### src/rtl/conv_pkg.sv
// Shared types and parameter derivations for the convolution window scheduler.
//   state_t  : scheduler FSM state encoding
//   CNT_W    : width of every scheduler counter and address output
//   out_dim  : output-pixel grid width/height for a given image and kernel
//   band     : bytes held in one band buffer (KERNEL_DIM image rows, all channels)
package conv_pkg;

  localparam int unsigned CNT_W = 8;

  typedef enum logic [1:0] {
    IDLE    = 2'd0,
    FILL    = 2'd1,
    COMPUTE = 2'd2,
    DONE    = 2'd3
  } state_t;

  function automatic int unsigned out_dim(input int unsigned img_dim,
                                          input int unsigned kernel_dim);
    return img_dim / kernel_dim;
  endfunction

  function automatic int unsigned band(input int unsigned kernel_dim,
                                       input int unsigned img_dim,
                                       input int unsigned img_ch);
    return kernel_dim * img_dim * img_ch;
  endfunction

endpackage

### src/rtl/wrap_counter.sv
// Up-counter that advances on enable and wraps to zero after reaching target.
//   clk, rst : clock and asynchronous active-low reset
//   enable   : advance by one this cycle
//   target   : last value before wrapping back to zero
//   count    : current count (registered)
module wrap_counter
  import conv_pkg::*;
#(
  parameter int unsigned W = CNT_W
) (
  input  logic         clk,
  input  logic         rst,
  input  logic         enable,
  input  logic [W-1:0] target,
  output logic [W-1:0] count
);

  always_ff @(posedge clk or negedge rst) begin
    if (!rst) begin
      count <= '0;
    end else if (enable) begin
      count <= (count == target) ? '0 : count + W'(1);
    end
  end

endmodule

### src/rtl/conv_scheduler.sv
// Convolution window scheduler: fills a band buffer with KERNEL_DIM image rows,
// then issues one window per output column, repeating for every output row.
//   clk, rst            : clock and asynchronous active-low reset
//   start               : begin a frame (only honoured in IDLE)
//   in_valid / in_ready : input byte stream handshake
//   wr_en / wr_addr     : band-buffer write strobe and address
//   win_valid/win_ready : window handshake toward the datapath
//   win_base            : band-buffer base address of the current window
//   out_row, out_col    : output-pixel coordinates of the current window
//   busy                : frame in progress
//   frame_done          : one-cycle pulse when the frame finishes
module conv_scheduler
  import conv_pkg::*;
#(
  parameter int unsigned KERNEL_DIM = 2,
  parameter int unsigned IMG_DIM    = 4,
  parameter int unsigned IMG_CH     = 3
) (
  input  logic       clk,
  input  logic       rst,
  input  logic       start,
  input  logic       in_valid,
  output logic       in_ready,
  output logic       wr_en,
  output logic [7:0] wr_addr,
  output logic       win_valid,
  input  logic       win_ready,
  output logic [7:0] win_base,
  output logic [7:0] out_row,
  output logic [7:0] out_col,
  output logic       busy,
  output logic       frame_done
);

  localparam int unsigned OUT_DIM  = out_dim(IMG_DIM, KERNEL_DIM);
  localparam int unsigned BAND     = band(KERNEL_DIM, IMG_DIM, IMG_CH);
  localparam int unsigned WIN_STEP = KERNEL_DIM * IMG_CH;

  localparam logic [CNT_W-1:0] FILL_LAST = CNT_W'(BAND - 1);
  localparam logic [CNT_W-1:0] OUT_LAST  = CNT_W'(OUT_DIM - 1);

  // Reject geometries the 8-bit band addressing cannot cover.
  generate
    if (BAND > 256 || (IMG_DIM % KERNEL_DIM) != 0) begin : g_bad_geometry
      $error("conv_scheduler: BAND must be <= 256 and IMG_DIM a multiple of KERNEL_DIM");
    end
  endgenerate

  state_t state, state_next;

  logic [CNT_W-1:0] fill_cnt, row_cnt, col_cnt;
  logic             col_last;

  assign col_last = (col_cnt == OUT_LAST);

  // State register
  always_ff @(posedge clk or negedge rst) begin
    if (!rst) state <= IDLE;
    else      state <= state_next;
  end

  // Next-state and state-decoded handshake/status outputs
  always_comb begin
    state_next = state;
    in_ready   = 1'b0;
    win_valid  = 1'b0;
    busy       = 1'b0;
    frame_done = 1'b0;
    case (state)
      IDLE: begin
        if (start) state_next = FILL;
      end
      FILL: begin
        busy     = 1'b1;
        in_ready = 1'b1;
        if (in_valid && fill_cnt == FILL_LAST) state_next = COMPUTE;
      end
      COMPUTE: begin
        busy      = 1'b1;
        win_valid = 1'b1;
        if (win_ready && col_last) state_next = (row_cnt == OUT_LAST) ? DONE : FILL;
      end
      DONE: begin
        busy       = 1'b1;
        frame_done = 1'b1;
        state_next = IDLE;
      end
      default: state_next = IDLE;
    endcase
  end

  assign wr_en = in_valid & in_ready;

  // Counters only ever leave zero mid-frame and wrap back to zero by frame end,
  // so IDLE always starts a frame at address 0, row 0, column 0.
  wrap_counter #(.W(CNT_W)) u_fill_cnt (
    .clk    (clk),
    .rst    (rst),
    .enable (wr_en),
    .target (FILL_LAST),
    .count  (fill_cnt)
  );

  wrap_counter #(.W(CNT_W)) u_col_cnt (
    .clk    (clk),
    .rst    (rst),
    .enable (win_valid & win_ready),
    .target (OUT_LAST),
    .count  (col_cnt)
  );

  wrap_counter #(.W(CNT_W)) u_row_cnt (
    .clk    (clk),
    .rst    (rst),
    .enable (win_valid & win_ready & col_last),
    .target (OUT_LAST),
    .count  (row_cnt)
  );

  assign wr_addr  = fill_cnt;
  assign out_row  = row_cnt;
  assign out_col  = col_cnt;
  assign win_base = CNT_W'(32'(col_cnt) * WIN_STEP);

endmodule

### config.mk
export PLATFORM = sky130hd
export DESIGN_NAME = conv_scheduler
export DESIGN_NICKNAME = d
export VERILOG_FILES = /design/src/rtl/conv_pkg.sv /design/src/rtl/wrap_counter.sv /design/src/rtl/conv_scheduler.sv
export SDC_FILE = /design/constraint.sdc
export NUM_CORES = 1
export LEC_CHECK = 0
export CORE_ASPECT_RATIO = 0.7
export CORE_UTILIZATION = 28
export DETAILED_ROUTE_END_ITERATION = 10
export PLACE_DENSITY = 0.49
export SYNTH_ARGS = -nofsm -noshare
export SYNTH_HDL_FRONTEND = slang
export SYNTH_SLANG_ARGS = --single-unit
### constraint.sdc
create_clock -name clk -period 6.74 [get_ports clk]
set_input_delay 2.022 -clock clk [delete_from_list [all_inputs] [get_ports clk]]
set_output_delay 2.022 -clock clk [all_outputs]
set_load 0.02 [all_outputs]
== Word level (Yosys, flattened, before mapping) ==
Index checks and enable logic that the tools add are counted.

* Multiply operators: 1
* Order comparisons: 0
* Reductions and logical operators: 5
* Shift-type cells: 0
* Muxes and demuxes: 12
* Add/sub/neg operators: 3
* Equal/unequal tests: 9
* Bitwise gates (word level): 3
* Div/mod/pow operators: 0

{| class="wikitable"
|+ Operators by type and width
! kind !! count
|-
| adder 8 x 1 -> 8 bit, second input constant || 3
|-
| 2-to-1 mux 8 bit || 3
|-
| == test 8 x 1 -> 1 bit, second input constant || 2
|-
| == test 8 x 5 -> 1 bit, second input constant || 1
|-
| multiplier 8 x 2 -> 7 bit, second input constant || 1
|-
| 2-to-1 mux 2 bit || 4
|-
| case mux 2 bit (4 select lines) || 1
|-
| != test 2 bit, second input constant || 3
|-
| == test 2 bit, second input constant || 2
|-
| 2-to-1 mux 1 bit || 4
|-
| AND 1 bit || 3
|-
| AND reduction 3 bit || 1
|-
| OR reduction 3 bit || 1
|-
| == test 2 x 1 -> 1 bit, second input constant || 1
|-
| logical AND 1 bit || 2
|-
| zero test 2 bit || 1
|}

* Input bits: 5
* Latch bits: 0
* ROM bits: 0
* Output and inout port bits: 37
* RAM bits: 0
* Memories kept: 0
* Bits in registers: 26

== Depth between registers and ports, before layout ==
Gate-level depths: netlist of the first run.

* Word-level depth: 4
* Depth in mapped cells: 7
* Gate-level depth less buffers: 6

== Modules after synthesis ==
Synthesis of the first run repeated with hierarchy kept, for this count alone.

* Cell total of the unflattened synthesis: 213
* Area total of the unflattened synthesis: 2065.7 um2

{| class="wikitable"
|+ Modules (own cells, without submodules)
! module !! instances !! sequential area each (um2) !! cells each !! area an instance (um2)
|-
| wrap_counter || 3 || 200.2 || 53 || 538.0
|-
| conv_scheduler || 1 || 50.0 || 54 || 451.7
|}

== Worst setup path after synthesis of the first run ==
Ideal clock, no wire load.

* Path kind: input-to-output
* Start point: input port in_valid
* End point: output port wr_en
* Path slack: 2.349 ns
* Data arrival time: 2.369 ns
* Stages on the path: 2
* Buffers on the path: 0
* Data required time: 4.718 ns
* Cells stage by stage: nand3b_1 > inv_2

* Longest elaborated chain between the ends: 1

{| class="wikitable"
|+ RTL lines
! item !! line !! source
|-
| start: declaration || conv_scheduler.sv:22 || <nowiki>input logic in_valid,</nowiki>
|-
| AND 1 bit || conv_scheduler.sv:92 || <nowiki>assign wr_en = in_valid & in_ready;</nowiki>
|-
| end: declaration || conv_scheduler.sv:24 || <nowiki>output logic wr_en,</nowiki>
|}

Every way passes these cells.

== Final worst setup path of the first run ==
Same ends and word-level chain as after synthesis.

==> results of run 1 <==
-- worst paths after layout --
kind | slack, ns | to | cells past startpoint
worst min-delay path | 0.51 | u_row_cnt.count[7] | 1
min in group asynchronous | 2.12 | u_row_cnt.count[0] | 2
worst max register to register | 4.89 | u_row_cnt.count[2] | 6
max in group asynchronous | 4.36 | u_col_cnt.count[0] | 2
worst min register to register | 0.51 | u_row_cnt.count[7] | 1
worst max-delay path | 1.22 | wr_en | 4
-- registers in the layout, summed over array words and instances, names as in the netlist --
signal and count:
u_col_cnt.count 8, u_fill_cnt.count 8, u_row_cnt.count 8, state 2
-- cells in the mapped netlist (all sizes together) --
cell type  number
nand2           9
a211oi          2
and4bb          1
fa              1
dfrtp          26
o21ai           7
a22o            4
inv             8
ha             12
mux2i           1
buf             4
conb            1
xnor2          11
nand3b          3
nor2            7
nand4           9
nor2b           2
a21o            4
a21oi           4
and2b           1
o21bai          2
or2             1
nor3            3
nand2b          1
o31ai           1
nor4            2
and3            6
and4            2
nand3           2
or4b            1
xor2            4
o22ai           1
mux2            3
and2            8
-- cell type report --
type	count	share of cell area
multi-input cells	116	0.410
flip-flops and latches	26	0.307
clock inverters	1	0.0142
well taps	72	0.0426
repair buffers	41	0.193
clock buffers	3	0.0195
inverters	8	0.0142
-- cells by family (layout without fill, tap and decap cells) --
family,Yosys count,in the layout,synth area share
buffers and inverters,12,53,0.0365
adder cells (fa/ha/maj),13,13,0.108
other,1,1,0.00238
AND/OR/NAND/NOR,58,58,0.225
multiplexers,4,4,0.0278
XOR/XNOR,15,15,0.0834
AO/OA/AOI/OAI,25,25,0.104
flip-flops,26,26,0.413
-- layer usage --
metal / part of all wire / wire, um / vias to the layer above / GRT usage
li1: - / - / 627 / -
met1: 0.55 / 1880 / 584 / 0.186
met2: 0.41 / 1420 / 22 / 0.179
met3: 0.030 / 104 / 2 / 0.0329
met4: 0.0073 / 25 / 0 / 0.0337
met5: 0 / 0 / - / 0
-- power breakdown --
group	internal [uW]	total [uW]	switching, uW
logic	66.6	132	65.3
clock network	79.4	127	47.6
registers	175	208	33.6
total	321	467	146
-- worst register-to-register path: stages (launching register included) --
cell	delay, ns
dfrtp_1	0.48
inv_1	0.10
ha_1	0.14
and4bb_1	0.22
and4_1	0.40
nand2_1	0.10
mux2_1	0.31
-- through the flow --
step                total power (uW)  hold WS, ns  utilization  cells  worst slack [ns]
floorplan                        279        0.500            -    154              2.35
global placement                 343        0.489        0.383    263              1.25
detailed placement               344        0.492        0.383    263              1.21
CTS                              474        0.510        0.396    267              1.21
global route                     495        0.537        0.396    267              1.12
finish                           467        0.505        0.396    267              1.22
==> impl_metrics.csv, run 1 <==
group,metric,value,unit
sta,finalMaxSlewViolations,0,
clock_network,postCtsHoldBufs,0,
critical_path,critPathBufInv,3,
critical_path,crit_path_cell_trace,"clkdlybuf4s50_1 > nand3b_1 > inv_2 > clkdlybuf4s50_1",
worst_hold_path,hp-class,"register to register",
sta,setup_viol,0,
global_route,grt_pass1_vias,1244,
route,drtAntennaViolNets,0,
global_route,grt_pass1_wl,5890,um
route,drc,0,
final_layout,multiInputGateArea,867,sq um
global_route,grt_start_max_net_pins,27,
route,wirelength,3430,um
sta,fmax,181,MHz
final_layout,fin_nets,214,
sta,grt_setup_unrepaired,"no",
pwr,p_leak,0.000952,uW
logic_synthesis,seq_area_frac_synth,0.413,
global_route,antenna_found_initial,0,
route,wl_per_cell,12.8,um
critical_path,cp_max_fo,6,
clock_network,tritoncts,"built",
floorplanning,start_util,0.295,
pwr,powerDensity,221,nW/um^2
floorplanning,core,5340,sq um
critical_path,r2r_start,"u_col_cnt.count[1]",
route,drtPass1Iterations,4,
final_layout,final_common_cell,"clkdlybuf4s50_1",
critical_path,worstSetupStartpoint,"in_valid",
critical_path,worstSetupPathType,"primary input to output pin",
critical_path,timing.critical_path.mode_cell,"clkdlybuf4s50_1",
floorplanning,ioPinCount,42,
logic_synthesis,syn-cell-area,1580,sq um
clock_network,clockBufferDepth,2,
critical_path,cp_slowest_cell,"clkdlybuf4s50_1",
logic_synthesis,synth.area.top_cells,"dfrtp_1, ha_1, xnor2_1",
logic_synthesis,yosysWarnings,0,
clock_network,clock_latency,0.27,ns
floorplanning,std_cell_rows,22,
global_route,grt_use_total,0.126,
final_layout,area_delta_synth_final,34.4,%
critical_path,worstPathRequired,4.72,ns
clock_network,clockRootBuffer,"clkbuf_8",
final_layout,fin_area,2120,sq um
route,viasPerCell,4.63,
critical_path,crit_family,"buffers and inverters",
clock_network,postCtsResizedCells,0,
final_layout,final_cell_mix,"clkdlybuf4s50_1, dfrtp_1, ha_1",
place,place_area,2050,sq um
sta,hold_violations,0,
clock_network,cts_sinks,26,
final_layout,ff_latch_area,651,sq um
logic_synthesis,synthesis.nets,172,
place,numPortBuffers,40,
logic_synthesis,synth_top_cell_area_share,0.413,
logic_synthesis,synth_area_leader_cell,"dfrtp_1",
route,drtIter0Drc,38,
place,gp_congestion,0.809,
sta,skew,0.00636,ns
flow_run,cap_violations,0,
logic_synthesis,syn_avg_cell_area,10.2,sq um
critical_path,cp.arrival,3.49,ns
sta,fin_tns_setup,0,ns
floorplanning,die_w,91.7,um
logic_synthesis,ys_types,40,
logic_synthesis,yosys_register_bits,26,
place,dp_hpwl,2670,um
worst_hold_path,hp-start,"u_row_cnt.count[7]",
clock_network,cts.clk_slew.worst_paths,0.09,ns
pwr,ir_drop,0.118,mV
clock_network,numCtsBuffers,3,
critical_path,critPathMaxStageDelay,0.62,ns
clock_network,cts_setup_buffers,0,
sta,fin_crit_sh,0.818,
logic_synthesis,synthCells,154,
clock_network,htree_levels,1,
final_layout,drive_above_1_share,0.0667,
floorplanning,die-height,64.8,um
run_status,status,"finished clean",
final_layout,antenna_cells_inserted,0,
critical_path,startpoint_type,"primary input",
global_route,overflow,0,
critical_path,critical_path.endpoint_type,"output pin",
route,dr_total_vias,1235,
final_layout,num-fill-cells,540,
sta,finalCriticalPeriod,5.52,ns
floorplanning,die_area,5930,sq um
(Power assumes the default switching activity.)
==> run 2: changes to the inputs <==
--- a/config.mk
+++ b/config.mk
@@ -8,7 +8,7 @@
 export CORE_ASPECT_RATIO = 0.7
 export CORE_UTILIZATION = 28
 export DETAILED_ROUTE_END_ITERATION = 10
-export PLACE_DENSITY = 0.49
+export PLACE_DENSITY = 0.51
 export SYNTH_ARGS = -nofsm -noshare
 export SYNTH_HDL_FRONTEND = slang
 export SYNTH_SLANG_ARGS = --single-unit
==> constraint.sdc (replaced) <==
create_clock -name clk -period 4.7 [get_ports clk]
set_input_delay 1.41 -clock clk [delete_from_list [all_inputs] [get_ports clk]]
set_output_delay 1.41 -clock clk [all_outputs]
set_load 0.02 [all_outputs]
==> impl_metrics.csv, run 2 (same netlist as run 1, synthesis figures left out) <==
group,metric,value,unit
run_status,status,"finished clean",
critical_path,cp_max_fo,6,
critical_path,critPathMaxStageDelay,0.62,ns
final_layout,antenna_cells_inserted,0,
global_route,grt_pass1_vias,1202,
route,wl_per_cell,13.2,um
worst_hold_path,hp-class,"register to register",
place,gp_congestion,0.769,
clock_network,tritoncts,"built",
global_route,antenna_found_initial,0,
global_route,overflow,0,
clock_network,htree_levels,1,
floorplanning,die_w,91.7,um
sta,grt_setup_unrepaired,"no",
route,viasPerCell,4.66,
clock_network,clock_latency,0.27,ns
final_layout,fin_nets,214,
floorplanning,die-height,64.8,um
sta,setup_viol,0,
critical_path,cp.arrival,2.88,ns
global_route,grt_pass1_wl,6020,um
route,wirelength,3520,um
final_layout,drive_above_1_share,0.0667,
route,drc,0,
sta,fmax,233,MHz
final_layout,num-fill-cells,526,
floorplanning,std_cell_rows,22,
floorplanning,start_util,0.295,
sta,finalMaxSlewViolations,0,
place,dp_hpwl,2670,um
sta,finalCriticalPeriod,4.29,ns
sta,skew,0.00828,ns
floorplanning,core,5340,sq um
floorplanning,die_area,5930,sq um
final_layout,area_delta_synth_final,34.4,%
global_route,grt_use_total,0.129,
route,drtIter0Drc,66,
global_route,grt_start_max_net_pins,27,
clock_network,clockBufferDepth,2,
critical_path,critical_path.endpoint_type,"output pin",
pwr,p_leak,0.000952,uW
critical_path,worstSetupPathType,"primary input to output pin",
floorplanning,ioPinCount,42,
final_layout,final_common_cell,"clkdlybuf4s50_1",
clock_network,numCtsBuffers,3,
critical_path,critPathBufInv,3,
route,drtPass1Iterations,4,
pwr,powerDensity,318,nW/um^2
final_layout,final_cell_mix,"clkdlybuf4s50_1, dfrtp_1, ha_1",
critical_path,timing.critical_path.mode_cell,"clkdlybuf4s50_1",
sta,fin_tns_setup,0,ns
pwr,ir_drop,0.171,mV
route,drtAntennaViolNets,0,
clock_network,cts.clk_slew.worst_paths,0.08,ns
critical_path,crit_path_cell_trace,"clkdlybuf4s50_1 > nand3b_1 > inv_2 > clkdlybuf4s50_1",
final_layout,reg.largest.list,"u_col_cnt.count: 8 flops, u_fill_cnt.count: 8 flops, u_row_cnt.count: 8 flops",
route,dr_total_vias,1243,
critical_path,crit_family,"buffers and inverters",
clock_network,cts_setup_buffers,0,
critical_path,startpoint_type,"primary input",
final_layout,final_util,0.396,
sta,hold_violations,0,
flow_run,cap_violations,0,
clock_network,postCtsHoldBufs,0,
clock_network,cts_sinks,26,
place,place_inst,263,
clock_network,postCtsResizedCells,0,
sta,fin_crit_sh,0.912,
final_layout,final_cells,267,
clock_network,clockRootBuffer,"clkbuf_8",
critical_path,cp_slowest_cell,"clkdlybuf4s50_1",
critical_path,worstPathRequired,3.29,ns
place,numPortBuffers,40,
-- run 2: power by group --
group	internal, uW	total (uW)	switching, uW
Sequential	250	299	48.9
Combinational	95.5	190	94.1
Clock	114	183	69.5
Total	460	672	212
-- run 2: worst reg2reg max path: cells and delay by family, from the launching register on --
family / cells / cell delay (ns)
AND/OR/NAND/NOR: 3 / 0.72
flip-flops: 1 / 0.45
multiplexers: 1 / 0.31
adder cells (fa/ha/maj): 1 / 0.14
buffers and inverters: 1 / 0.11
-- run 2: final cells by class --
cell class	count	area, sq um	share of cell area
Timing Repair Buffer	41	408	0.193
Inverter	8	30.0	0.0142
Multi-Input combinational cell	116	867	0.410
Clock inverter	1	30.0	0.0142
Tap cell	72	90.1	0.0426
Clock buffer	3	41.3	0.0195
Sequential cell	26	651	0.307
-- run 2: layer usage --
metal	part of all wire	global-route usage
met4	0.0077	0.0298
met5	0	0
met2	0.43	0.195
met3	0.033	0.0329
met1	0.53	0.185
-- run 2: worst paths after layout --
kind | end | cells past startpoint | start | slack, ns
worst max-delay path | wr_en | 4 | in_valid | 0.41
worst min register to register | u_fill_cnt.count[7] | 1 | u_fill_cnt.count[7] | 0.51
worst min-delay path | u_fill_cnt.count[7] | 1 | u_fill_cnt.count[7] | 0.51
min in group asynchronous | u_row_cnt.count[0] | 2 | rst | 1.50
max in group asynchronous | u_col_cnt.count[5] | 2 | rst | 2.93
worst max register to register | u_row_cnt.count[2] | 6 | u_col_cnt.count[4] | 2.86
-- run 2: metrics by stage --
step / hold WS [ns] / instance area, sq um / worst slack, ns / power (uW)
2_1_floorplan: 0.500 / 1580 / 1.52 / 401
3_3_place_gp: 0.488 / 2050 / 0.435 / 492
3_5_place_dp: 0.493 / 2050 / 0.433 / 494
4_1_cts: 0.511 / 2120 / 0.414 / 682
5_1_grt: 0.539 / 2120 / 0.340 / 711
6_report: 0.508 / 2120 / 0.413 / 672
==> run 3: changes to the inputs <==
--- a/config.mk
+++ b/config.mk
@@ -5,10 +5,12 @@
 export SDC_FILE = /design/constraint.sdc
 export NUM_CORES = 1
 export LEC_CHECK = 0
+export ABC_AREA = 1
 export CORE_ASPECT_RATIO = 0.7
 export CORE_UTILIZATION = 28
 export DETAILED_ROUTE_END_ITERATION = 10
-export PLACE_DENSITY = 0.51
+export HOLD_SLACK_MARGIN = 0.08
+export PLACE_DENSITY = 0.5
 export SYNTH_ARGS = -nofsm -noshare
 export SYNTH_HDL_FRONTEND = slang
 export SYNTH_SLANG_ARGS = --single-unit
==> impl_metrics.csv, run 3 <==
group,metric,value,unit
run_status,status,"finished clean",
global_route,overflow,0,
sta,finalCriticalPeriod,4.20,ns
worst_hold_path,hp-class,"register to register",
logic_synthesis,synth_top_cell_area_share,0.385,
final_layout,final_util,0.383,
place,gp_congestion,0.744,
clock_network,postCtsHoldBufs,0,
logic_synthesis,synth_top_family_by_area,"simple AND/OR/NAND/NOR gates",
clock_network,clockBufferDepth,2,
pwr,powerDensity,621,nW/um^2
final_layout,final_cell_mix,"nand2_1, clkdlybuf4s50_1, inv_1",
route,route.met2.wl,1530,um
global_route,grt_start_max_net_pins,27,
sta,grt_setup_unrepaired,"no",
final_layout,fin_nets,268,
critical_path,timing.critical_path.mode_cell,"clkdlybuf4s50_1",
clock_network,clockRootBuffer,"clkbuf_8",
critical_path,cp_max_fo,8,
logic_synthesis,synthesis.nets,226,
route,drtAntennaViolNets,0,
logic_synthesis,seq_area_frac_synth,0.385,
critical_path,critical_path.endpoint_type,"output pin",
sta,skew,0.00178,ns
floorplanning,std_cell_rows,23,
sta,finalMaxSlewViolations,0,
sta,fin_crit_sh,0.893,
critical_path,worstPathRequired,3.29,ns
clock_network,cts_sinks,26,
floorplanning,ioPinCount,42,
pwr,p_leak,0.00104,uW
final_layout,antenna_cells_inserted,0,
final_layout,reg.largest.list,"u_col_cnt.count: 8 flops, u_fill_cnt.count: 8 flops, u_row_cnt.count: 8 flops",
route,viasPerCell,4.44,
place,dp_hpwl,2910,um
global_route,grt_use_total,0.130,
logic_synthesis,synthArstFlopShare,1.00,
place,numPortBuffers,40,
logic_synthesis,syn-cell-area,1690,sq um
critical_path,cp.arrival,2.79,ns
clock_network,cts.clk_slew.worst_paths,0.09,ns
clock_network,numCtsBuffers,3,
route,drc,0,
floorplanning,core,5760,sq um
critical_path,crit_path_cell_trace,"clkdlybuf4s50_1 > nand2_2 > clkinv_1 > clkdlybuf4s50_1",
critical_path,cp_slowest_cell,"clkdlybuf4s50_1",
route,dr_total_vias,1437,
route,wirelength,3710,um
logic_synthesis,synthXorXnorAreaFrac,0.0778,
global_route,grt_pass1_vias,1293,
clock_network,postCtsResizedCells,0,
logic_synthesis,yosysMostFrequentCell,"nand2_1",
final_layout,drive_above_1_share,0.0602,
floorplanning,die-height,67.0,um
pwr,ir_drop,0.313,mV
floorplanning,start_util,0.293,
critical_path,worstSetupPathType,"primary input to output pin",
sta,fin_tns_setup,0,ns
route,routed.top_layer,"met4",
logic_synthesis,synthMuxAreaShare,0,
global_route,antenna_found_initial,0,
logic_synthesis,synth_fa_ha_area_frac,0.101,
logic_synthesis,synth.area.top_cells,"dfrtp_1, nand2_1, ha_1",
logic_synthesis,yosysWarnings,0,
floorplanning,die_w,94.8,um
logic_synthesis,synth_area_leader_cell,"dfrtp_1",
sta,fmax,238,MHz
final_layout,area_delta_synth_final,30.8,%
route,drtIter0Drc,65,
final_layout,num-fill-cells,606,
logic_synthesis,synthTopCellsByCount,"nand2_1, inv_1, dfrtp_1, nand3_1, nor2_1",
floorplanning,die_area,6350,sq um
route,wl_met1,2030,um
logic_synthesis,synthFlopType,"dfrtp_1",
clock_network,tritoncts,"built",
logic_synthesis,yosys_register_bits,26,
logic_synthesis,syn_avg_cell_area,8.11,sq um
sta,setup_viol,0,
logic_synthesis,synthSimpleGateAreaFrac,0.264,
clock_network,cts_setup_buffers,0,
route,dr_wl_met3,134,um
critical_path,startpoint_type,"primary input",
route,wl_per_cell,11.5,um
logic_synthesis,ys_types,28,
flow_run,cap_violations,0,
clock_network,htree_levels,1,
route,drtPass1Iterations,4,
clock_network,clock_latency,0.27,ns
final_layout,final_common_cell,"nand2_1",
logic_synthesis,synth-edff-count,0,
global_route,grt_pass1_wl,6320,um
logic_synthesis,synth_compound_area_frac,0.0808,
critical_path,critPathMaxStageDelay,0.60,ns
sta,hold_violations,0,
logic_synthesis,synthCells,208,
run 3: cell count changes in the layout (fill, tap and decap cells not counted), sizes merged, moves of 8 or more:
cell,before,now
inv,8,29
nand2,9,43
and2,8,0
nor2,7,18
nand3,2,18
run 3: final cells by class:
cell class / count / area [sq um] / share of cell area
clock buffers: 4 / 55.1 / 0.0249
inverters: 30 / 113 / 0.0510
multi-input cells: 148 / 887 / 0.402
flip-flops and latches: 26 / 651 / 0.295
well taps: 75 / 93.8 / 0.0425
repair buffers: 41 / 408 / 0.185
run 3: cell families after synthesis:
logic type	count (synthesis)
simple gates	94
buf+inv	34
flops	26
compound gates	25
other cells	1
fa+ha+maj	13
xor+xnor	15
run 3: worst paths after layout:
kind | start | end | slack [ns] | depth (start not counted)
setup / recovery | in_valid | wr_en | 0.50 | 4
setup reg to reg | u_col_cnt.count[5] | u_row_cnt.count[0] | 3.00 | 8
min in group asynchronous | rst | u_fill_cnt.count[7] | 1.50 | 2
hold / removal | u_row_cnt.count[6] | u_row_cnt.count[6] | 0.52 | 1
max in group asynchronous | rst | u_row_cnt.count[5] | 2.94 | 2
hold reg to reg | u_row_cnt.count[6] | u_row_cnt.count[6] | 0.52 | 1
run 3: report_power, final:
group          leakage [uW]  internal [uW]  switching (uW)
Clock             0.0000288           74.9            70.4
Sequential         0.000327            282            87.9
Combinational      0.000682            391             464
Total               0.00104            747             623
run 3: metal layers:
layer  vias up  track usage
li1        761            -
met1       649        0.198
met2        25        0.186
met3         2       0.0274
met4         0       0.0227
met5         -            0
run 3: through the flow:
step	hold WS, ns	worst slack (ns)	total power [uW]	cell area [sq um]	instances
finish	0.523	0.503	1370	2210	324
global route	0.554	0.427	1480	2210	324
CTS	0.530	0.501	1390	2210	324
detailed placement	0.514	0.503	1240	2150	320
global placement	0.515	0.524	1240	2150	320
floorplan	0.572	1.51	876	1690	208
run 3: critical path, delay by kind of cell:
family,cells,cell delay [ns]
simple gates,1,0.13
buf+inv,3,1.25
